--- config.mk ---
export PLATFORM = sky130hd
export DESIGN_NAME = ysyx_23060072_lsu_wb
export DESIGN_NICKNAME = d
export VERILOG_FILES = /design/src/rtl/ysyx_23060072_lsu_wb_pkg.sv /design/src/rtl/ysyx_23060072_lsu_align.sv /design/src/rtl/ysyx_23060072_lsu_wb.sv
export SDC_FILE = /design/constraint.sdc
export NUM_CORES = 1
export LEC_CHECK = 0
export CORE_ASPECT_RATIO = 0.7
export CORE_MARGIN = 4
export CORE_UTILIZATION = 35
export CTS_BUF_LIST = sky130_fd_sc_hd__clkbuf_4 sky130_fd_sc_hd__clkbuf_8
export CTS_CLUSTER_SIZE = 28
export DETAILED_ROUTE_END_ITERATION = 16
export PLACE_DENSITY_LB_ADDON = 0.12
export SKIP_LAST_GASP = 1
export SYNTH_ARGS = -nofsm -noshare
export SYNTH_HDL_FRONTEND = slang
export SYNTH_SLANG_ARGS = --single-unit
--- constraint.sdc ---
create_clock -name clk -period 2.35 [get_ports clk]
set_input_delay 0.235 -clock clk [delete_from_list [all_inputs] [get_ports clk]]
set_output_delay 0.235 -clock clk [all_outputs]
set_load 0.005 [all_outputs]
--- src/rtl/ysyx_23060072_lsu_wb_pkg.sv ---
// Shared definitions for the LSU/write-back stage: FSM states, access size codes, x0 index.
package ysyx_23060072_lsu_wb_pkg;

  typedef enum logic [1:0] {
    StIdle = 2'd0,
    StReq  = 2'd1,
    StWait = 2'd2
  } lsu_state_e;

  localparam logic [1:0] SZ_B = 2'b00;
  localparam logic [1:0] SZ_H = 2'b01;
  localparam logic [1:0] SZ_W = 2'b10;

  localparam logic [4:0] ZERO_REG = 5'd0;

endpackage

--- src/rtl/ysyx_23060072_lsu_align.sv ---
// Combinational lane logic: load byte/half extraction with extension, store strobes and replication.
module ysyx_23060072_lsu_align
  import ysyx_23060072_lsu_wb_pkg::*;
(
  input  logic [1:0]  lane,
  input  logic [1:0]  size,
  input  logic        uns,
  input  logic [31:0] rdata,
  input  logic [31:0] sdata,
  output logic [31:0] ldata,
  output logic [31:0] wdata,
  output logic [3:0]  wstrb
);

  logic [7:0]  byte_sel;
  logic [15:0] half_sel;

  always_comb begin
    byte_sel = rdata[{lane, 3'b000} +: 8];
    half_sel = rdata[{lane[1], 4'b0000} +: 16];
    ldata    = rdata;
    wdata    = sdata;
    wstrb    = 4'b1111;
    unique case (size)
      SZ_B: begin
        ldata = uns ? {24'd0, byte_sel} : {{24{byte_sel[7]}}, byte_sel};
        wdata = {4{sdata[7:0]}};
        wstrb = 4'b0001 << lane;
      end
      SZ_H: begin
        ldata = uns ? {16'd0, half_sel} : {{16{half_sel[15]}}, half_sel};
        wdata = {2{sdata[15:0]}};
        wstrb = 4'b0011 << {lane[1], 1'b0};
      end
      // size 11 is an alias for word
      SZ_W, 2'b11: begin
        ldata = rdata;
        wdata = sdata;
        wstrb = 4'b1111;
      end
      default: ;
    endcase
  end

endmodule

--- src/rtl/ysyx_23060072_lsu_wb.sv ---
// RV32E load/store + write-back stage driving the register-file write port.
// Optional misaligned-access trap enabled by YSYX_23060072_MISALIGN_TRAP_EN.
module ysyx_23060072_lsu_wb
  import ysyx_23060072_lsu_wb_pkg::*;
#(
  parameter int unsigned TIMEOUT_CYCLES = 255,
  parameter int unsigned CNT_W          = 8
) (
  input  logic        clk,
  input  logic        rst_n,
  input  logic        ex_valid_i,
  output logic        ex_ready_o,
  input  logic [4:0]  ex_rd_i,
  input  logic        ex_rd_we_i,
  input  logic [31:0] ex_result_i,
  input  logic [31:0] ex_store_data_i,
  input  logic        ex_is_load_i,
  input  logic        ex_is_store_i,
  input  logic [1:0]  ex_size_i,
  input  logic        ex_unsigned_i,
  output logic        mem_req_o,
  output logic        mem_we_o,
  output logic [31:0] mem_addr_o,
  output logic [31:0] mem_wdata_o,
  output logic [3:0]  mem_wstrb_o,
  input  logic        mem_gnt_i,
  input  logic        mem_rvalid_i,
  input  logic [31:0] mem_rdata_i,
  output logic [4:0]  wb_reg_addr_o,
  output logic        wb_flag_o,
  output logic [31:0] wb_wdata_o,
`ifdef YSYX_23060072_MISALIGN_TRAP_EN
  output logic        misalign_o,
`endif
  output logic        bus_err_o
);

  localparam logic [CNT_W-1:0] CntLast =
      CNT_W'((TIMEOUT_CYCLES == 0) ? 0 : TIMEOUT_CYCLES - 1);

  lsu_state_e       state_q;
  logic [CNT_W-1:0] cnt_q;
  logic [4:0]       rd_q;
  logic             rd_we_q;
  logic             load_q;
  logic [31:0]      addr_q;
  logic [31:0]      sdata_q;
  logic [1:0]       size_q;
  logic             uns_q;
  logic [4:0]       wb_addr_q;
  logic [31:0]      wb_data_q;
  logic             wb_flag_q;
  logic             bus_err_q;

  logic [31:0] ld_data;
  logic [31:0] st_wdata;
  logic [3:0]  st_wstrb;
  logic        mem_op;
  logic        misaligned;
  logic        wd_fire;

  assign mem_op  = ex_is_load_i | ex_is_store_i;
  assign wd_fire = (TIMEOUT_CYCLES != 0) && (cnt_q == CntLast);

`ifdef YSYX_23060072_MISALIGN_TRAP_EN
  logic misalign_q;
  assign misaligned = ((ex_size_i == SZ_H) && ex_result_i[0]) ||
                      (ex_size_i[1] && (ex_result_i[1:0] != 2'b00));
  assign misalign_o = misalign_q;
`else
  assign misaligned = 1'b0;
`endif

  ysyx_23060072_lsu_align u_align (
    .lane  (addr_q[1:0]),
    .size  (size_q),
    .uns   (uns_q),
    .rdata (mem_rdata_i),
    .sdata (sdata_q),
    .ldata (ld_data),
    .wdata (st_wdata),
    .wstrb (st_wstrb)
  );

  always_ff @(posedge clk or negedge rst_n) begin
    if (!rst_n) begin
      state_q   <= StIdle;
      cnt_q     <= '0;
      rd_q      <= '0;
      rd_we_q   <= 1'b0;
      load_q    <= 1'b0;
      addr_q    <= '0;
      sdata_q   <= '0;
      size_q    <= SZ_B;
      uns_q     <= 1'b0;
      wb_addr_q <= '0;
      wb_data_q <= '0;
      wb_flag_q <= 1'b0;
      bus_err_q <= 1'b0;
`ifdef YSYX_23060072_MISALIGN_TRAP_EN
      misalign_q <= 1'b0;
`endif
    end else begin
      wb_flag_q <= 1'b0;
`ifdef YSYX_23060072_MISALIGN_TRAP_EN
      misalign_q <= 1'b0;
`endif
      unique case (state_q)
        StIdle: begin
          if (ex_valid_i) begin
            if (mem_op && misaligned) begin
`ifdef YSYX_23060072_MISALIGN_TRAP_EN
              misalign_q <= 1'b1;
`endif
            end else if (mem_op) begin
              rd_q    <= ex_rd_i;
              rd_we_q <= ex_rd_we_i;
              load_q  <= ex_is_load_i;
              addr_q  <= ex_result_i;
              sdata_q <= ex_store_data_i;
              size_q  <= ex_size_i;
              uns_q   <= ex_unsigned_i;
              cnt_q   <= '0;
              state_q <= StReq;
            end else if (ex_rd_we_i && (ex_rd_i != ZERO_REG)) begin
              wb_flag_q <= 1'b1;
              wb_addr_q <= ex_rd_i;
              wb_data_q <= ex_result_i;
            end
          end
        end
        StReq: begin
          cnt_q <= cnt_q + CNT_W'(1);
          if (mem_gnt_i) begin
            state_q <= load_q ? StWait : StIdle;
          end else if (wd_fire) begin
            bus_err_q <= 1'b1;
            state_q   <= StIdle;
          end
        end
        StWait: begin
          cnt_q <= cnt_q + CNT_W'(1);
          if (mem_rvalid_i) begin
            state_q <= StIdle;
            if (rd_we_q && (rd_q != ZERO_REG)) begin
              wb_flag_q <= 1'b1;
              wb_addr_q <= rd_q;
              wb_data_q <= ld_data;
            end
          end else if (wd_fire) begin
            bus_err_q <= 1'b1;
            state_q   <= StIdle;
          end
        end
        default: state_q <= StIdle;
      endcase
    end
  end

  // Bus outputs are gated by state so they are zero whenever no request is live.
  assign ex_ready_o    = (state_q == StIdle);
  assign mem_req_o     = (state_q == StReq);
  assign mem_we_o      = mem_req_o & ~load_q;
  assign mem_addr_o    = mem_req_o ? {addr_q[31:2], 2'b00} : 32'd0;
  assign mem_wdata_o   = mem_we_o ? st_wdata : 32'd0;
  assign mem_wstrb_o   = mem_we_o ? st_wstrb : 4'd0;
  assign wb_reg_addr_o = wb_addr_q;
  assign wb_flag_o     = wb_flag_q;
  assign wb_wdata_o    = wb_data_q;
  assign bus_err_o     = bus_err_q;

endmodule

==> results of run 1 <==
## sequential cells by signal, indices dropped and copies added, names as in the netlist
signal / count
addr_q: 32
sdata_q: 32
wb_wdata_o: 32
cnt_q: 8
rd_q: 5
wb_reg_addr_o: 5
size_q: 2
state_q: 2
bus_err_o: 1
load_q: 1
rd_we_q: 1
uns_q: 1
wb_flag_o: 1
## cells in the mapped netlist, types with 2 or more instances
library cell / count / share of area
dfrtp_1: 123 / 0.47
nand2_1: 88 / 0.050
mux2_2: 76 / 0.13
a21oi_1: 63 / 0.048
nor2_1: 47 / 0.027
and2_1: 39 / 0.037
o21ai_0: 28 / 0.021
clkbuf_1: 26 / 0.015
mux2i_1: 26 / 0.040
buf_2: 16 / 0.012
o41ai_1: 16 / 0.021
inv_1: 15 / 0.0086
o22ai_1: 14 / 0.013
nor3_1: 8 / 0.0061
a221oi_1: 7 / 0.0094
a32oi_1: 7 / 0.0094
o21ai_1: 7 / 0.0053
ha_1: 6 / 0.011
o221ai_1: 6 / 0.0080
buf_1: 5 / 0.0029
nand3_1: 5 / 0.0038
nand2b_1: 4 / 0.0038
nor2b_1: 3 / 0.0029
o31ai_1: 3 / 0.0034
or3_1: 3 / 0.0029
a22o_1: 2 / 0.0027
buf_4: 2 / 0.0023
nor3b_1: 2 / 0.0023
## path summary, 6_finish.rpt
path,endpoint,slack (ps)
worst max-delay path,mem_wstrb_o[0],60
worst min-delay path,addr_q[2],310
worst max register to register,wb_wdata_o[22],190
worst min register to register,wb_wdata_o[29],490
max in group asynchronous,wb_wdata_o[28],1360
min in group clk,sdata_q[0],410
## cell usage in the layout (no fill, tap or decap), types with 7 or more instances in the layout
cell,instances
clkdlybuf4s50_1,210
a32oi_1,7
o21ai_0,27
dfrtp_1,120
o41ai_1,16
and2_1,39
o21ai_1,7
buf_4,28
o22ai_1,14
clkbuf_8,19
a21oi_1,61
nand2_1,88
mux2_2,76
nor3_1,8
mux2i_1,24
nor2_1,45
inv_1,13
## per-layer routing
| layer | track usage | part of all wire | vias up |
|---|---|---|---|
| li1 | - | - | 2819 |
| met1 | 0.2840 | 0.45 | 2886 |
| met2 | 0.3063 | 0.44 | 279 |
| met3 | 0.06182 | 0.082 | 50 |
| met4 | 0.07224 | 0.026 | 2 |
| met5 | 0 | 0.00060 | - |
## final cells by class
class                      count  area, sq um
timing repair buffer         256         2552
inverter                      16        60.06
multi-input combinational    479         3276
clock buffer                  19        261.5
sequential                   123         3084
clock inverter                12        171.4
fill                        1577         8511
tap                          236        295.3
## where the power goes
group / internal (uW) / switching [uW]
clock: 1200 / 880
combinational: 3370 / 2790
sequential: 3100 / 721
## timing repair
item / in CTS / in global routing
endpoints found under the hold margin: 38 / 0
pin swaps: 0 / 1
buffers inserted: 5 / 0
setup endpoints to repair: 63 / 63
hold buffers: 1 / 0
resized for setup: 15 / 18
## cell families (layout without fill, tap and decap cells)
kind of cell | Yosys count | after routing
fa+ha+maj | 6 | 6
flops | 123 | 123
simple gates | 204 | 204
other cells | 1 | 2
mux | 102 | 102
buf+inv | 66 | 303
compound gates | 165 | 165
## per-stage QoR
stage                     total power (uW)  TNS [ps]
after global placement                9657         0
after global routing                 12910    -59.11
after detailed placement              9815         0
after floorplan                       6880         0
final                                12070         0
after CTS                            12060    -106.7
==> run_results.csv, run 1 <==
group,metric,value,unit
global_route,grt_usage,0.2053,
job,drv_cap,0,
floorplanning,die-height,122.5,um
synth,netlist_area,0.006555,sq mm
synth,synthAdderAreaFrac,0.01145,
critical_path,path_cells,"buf_4 -> nand2b_2 -> a21oi_1 -> nor2_1 -> clkdlybuf4s50_1",
critical_path,critPathMaxStageDelay,480,ps
min_path,hp-class,"in2async",
synth,async_flop_share,1.000,
finish,syn2layout_area_growth,47.99,%
sta,worst_pin_slew,562.7,ps
critical_path,cp_slowest_cell,"clkdlybuf4s50_1",
clock_tree,cts_root_buf,"clkbuf_8",
critical_path,crit_type,"reg2out",
sta,max_freq,436.2,MHz
route,route.detailed.drc,0,
global_route,overflow,0,
synth,synth_compound_area_frac,0.1626,
synth,synthSimpleGateAreaFrac,0.1424,
clock_tree,cts_buffers,17,
global_route,grt_first_pass_wirelength,33270,um
critical_path,critical_path.endpoint_type,"output port",
placed_design,place_inst,1104,
sta,maxSlewHeadroom,0.6249,
clock_tree,cts_tree,"done",
finish,fin_cells,1141,
sta,fin_hold_ws,313.8,ps
finish,final_cell_area,0.009701,sq mm
sta,fin_crit_sh,0.9756,
critical_path,start_kind,"register",
route,drtPass1Iterations,5,
route,routedWlPerCell,19.09,um
critical_path,critPathMaxFanout,20,
critical_path,reg2regPathDepth,7,
synth,synth_top_family_by_area,"multiplexers",
route,postRouteAntennaNets,0,
critical_path,critical_path.startpoint,"size_q[0]",
synth,synthMuxAreaShare,0.1703,
critical_path,crit_family,"buffers and inverters",
clock_tree,cts.clk_slew.worst_paths,80,ps
clock_tree,clockBufferDepth,2,
synth,synth-edff-count,0,
placed_design,hpwl,16570,um
critical_path,required,2120,ps
global_route,antenna_found_initial,1,
synth,avgSynthCellArea,9.828,sq um
synth,post_synth_num_cell_types,48,
run_status,status,"complete, no violations",
finish,nets,1011,
clock_tree,cts_sinks,123,
synth,synth_xor_area_frac,0,
floorplanning,row_count,41,
clock_tree,insertion_delay,440,ps
sta,setup_slack,57.37,ps
synth,synth_cells,667,
floorplanning,floorplan.initialDensity,0.3599,
sta,slew_viol_final,0,
critical_path,r2r_start,"state_q[0]",
global_route,first_global_vias,6041,
sta,fin_crit,2293,ps
route,drtIter0Drc,469,
finish,layout-drive-gt1-share,0.1867,
power,leakagePower,0.004123,uW
finish,n_antenna_cell,0,
sta,finalClockSkew,13.24,ps
power,power.density,1244,mW/mm^2
sta,setup_violations,0,
sta,hold_violations,0,
synth,synth_ff_type,"dfrtp_1",
floorplanning,dieWidth,171.6,um
floorplanning,core,0.01821,sq mm
placed_design,io_buffer_count,219,
synth,ys_ff_latch,123,
clock_tree,htreeDepth,4,
floorplanning,io_pins,222,
floorplanning,die-area,0.02102,sq mm
synth,yosysSeqAreaShare,0.4696,
sta,grt_setup_unrepaired,"yes",
global_route,grt_start_max_net_pins,46,
route,drt_wl_total,21790,um
placed_design,postPlaceCellArea,0.009131,sq mm
route,dr_total_vias,6036,
placed_design,gp_congestion,0.8557,
synth,yosys_warnings,0,
critical_path,cp.arrival,2060,ps
critical_path,worstPathBufferInverterCount,2,
route,vias_per_cell,5.290,
placed_design,dp_slack,29.11,ps
critical_path,path_depth,5,
finish,post-route-util,0.5327,
power,peakVddDrop,473.1,uV
Power figures use the tool's default switching activity.
==> inputs of run 2 (changes only) <==
Settings changed: RECOVER_POWER set to 50.
==> run 2 against run 1 <==
Compared with the run above: sequential power hardly changed; clock power hardly changed; maximum frequency hardly changed; global-route usage stayed put; core utilization is 0.27 points lower; combinational power is 2% lower; count of clock-buffer cells in the layout stayed put; first-iteration DRC count is 3.6% lower; wire length hardly changed; hold slack better by 90 ps.
==> run_results.csv, run 2 (synthesis gave the netlist of run 1 again) <==
group,metric,value,unit
floorplanning,core,0.01821,sq mm
sta,grt_setup_unrepaired,"yes",
global_route,antenna_found_initial,1,
critical_path,ff2ff_setup_slack,140,ps
critical_path,required,2120,ps
global_route,first_global_vias,6041,
floorplanning,io_pins,222,
route,dr_total_vias,6043,
power,leakagePower,0.004166,uW
sta,maxSlewHeadroom,0.3204,
critical_path,rr_endpoint,"wb_wdata_o[22]",
route,postRouteAntennaNets,0,
sta,worst_pin_slew,1019,ps
finish,mostFrequentLayoutCells,"171 x clkdlybuf4s50_1, 121 x dfrtp_1, 88 x nand2_1",
placed_design,hpwl,16570,um
sta,max_freq,436.0,MHz
clock_tree,cts_buffers,17,
finish,layout_commonest_cell,"clkdlybuf4s50_1",
route,routedWlPerCell,19.10,um
sta,finalClockSkew,15.38,ps
power,power,11910,uW
finish,syn2layout_area_growth,47.24,%
placed_design,place_inst,1104,
sta,setup_slack,56.64,ps
finish,n_antenna_cell,0,
placed_design,dp_slack,29.11,ps
critical_path,start_kind,"register",
clock_tree,htreeDepth,4,
critical_path,critical_path.endpoint_type,"output port",
floorplanning,die-height,122.5,um
route,vias_per_cell,5.296,
clock_tree,insertion_delay,440,ps
sta,fin_crit,2293,ps
placed_design,io_buffer_count,219,
placed_design,gp_congestion,0.8557,
sta,tns,0,ps
clock_tree,cts_tree,"done",
sta,fin_crit_sh,0.9759,
critical_path,reg2regPathDepth,7,
min_path,min_to,"sdata_q[0]",
run_status,status,"complete, no violations",
power,peakVddDrop,473.1,uV
sta,setup_violations,0,
clock_tree,clockBufferDepth,2,
min_path,hp-start,"ex_store_data_i[0]",
finish,post-route-util,0.5300,
route,drt_wl_total,21790,um
global_route,grt_start_max_net_pins,46,
global_route,overflow,0,
critical_path,crit_type,"reg2out",
global_route,grt_usage,0.2053,
sta,slew_viol_final,0,
job,drv_cap,0,
sta,hold_violations,0,
finish,layout-drive-gt1-share,0.1834,
clock_tree,cts_root_buf,"clkbuf_8",
finish,nets,1011,
floorplanning,die-area,0.02102,sq mm
critical_path,critPathMaxFanout,20,
clock_tree,cts.clk_slew.worst_paths,80,ps
floorplanning,row_count,41,
route,drtPass1Iterations,5,
critical_path,r2r_start,"state_q[0]",
clock_tree,cts_sinks,123,
min_path,hold_depth,2,
floorplanning,dieWidth,171.6,um
min_path,hp-class,"in2reg",
global_route,grt_first_pass_wirelength,33270,um
floorplanning,floorplan.initialDensity,0.3599,
critical_path,cp.arrival,2060,ps
power,power.density,1234,mW/mm^2
finish,fin_cells,1141,
route,route.detailed.drc,0,
route,drtIter0Drc,452,
==> run 2: changes by cell type in the layout (fill, tap and decap cells not counted) <==
cell	change
dlygate4sd3_1	+39
and2_0	+1
clkdlybuf4s50_1	-39
clkbuf_4	+3
and2_1	-1
buf_12	-3
dfrtp_1	+1
dfrtp_2	-1
clkbuf_2	+1
buf_4	-3
clkbuf_1	+2
==> run 2: per-stage QoR <==
step           area, sq um  hold WS [ps]
4_1_cts               9635         316.3
3_3_place_gp          9131         260.4
6_report              9652         403.7
5_1_grt               9652         372.4
2_1_floorplan         6559        -60.59
3_5_place_dp          9131         266.0
==> run 2: power by group <==
part	leakage [uW]	switching, uW	total, uW	internal, uW
logic	0.00245	2790	6020	3230
clock network	0.000213	888	2090	1200
registers	0.00150	706	3810	3100
total	0.00417	4380	11900	7530
==> run 2: worst max-delay path by stage <==
stage                           to            start  slack (ps)
floorplan                addr_q[0]       state_q[0]         400
global placement     wb_wdata_o[6]       ex_rd_i[1]         120
detailed placement  wb_wdata_o[22]  mem_rdata_i[23]          30
CTS                  mem_addr_o[3]       state_q[1]         -20
global route        mem_wstrb_o[0]        size_q[0]         -60
finish              mem_wstrb_o[0]        size_q[0]          60
==> run 2: layer usage <==
layer  routed length [um]  track usage
met4                  529      0.07224
met1                 9918       0.2840
met3                 1707      0.06182
met5                   13            0
met2                 9623       0.3063
==> run 2: layout make-up <==
class,count,area (sq um)
clock buffer,19,261.5
clock inverter,12,171.4
fill,1588,8559
inverter,16,60.06
multi-input combinational,479,3276
sequential,123,3083
tap,236,295.3
timing repair buffer,256,2505
==> run 2: timing repair <==
item / 4_1_cts / 5_1_grt
endpoints found under the setup margin: 63 / 63
endpoints found under the hold margin: 38 / 0
gates resized for setup: 15 / 18
pin swaps: 0 / 1
buffers inserted: 5 / 0
hold buffers: 1 / 0
==> run 2: critical path: stages, from the launching register on <==
cell             delay [ps]
dfrtp_1                 390
buf_4                   210
nand2b_2                240
a21oi_1                 230
nor2_1                   60
clkdlybuf4s50_1         480
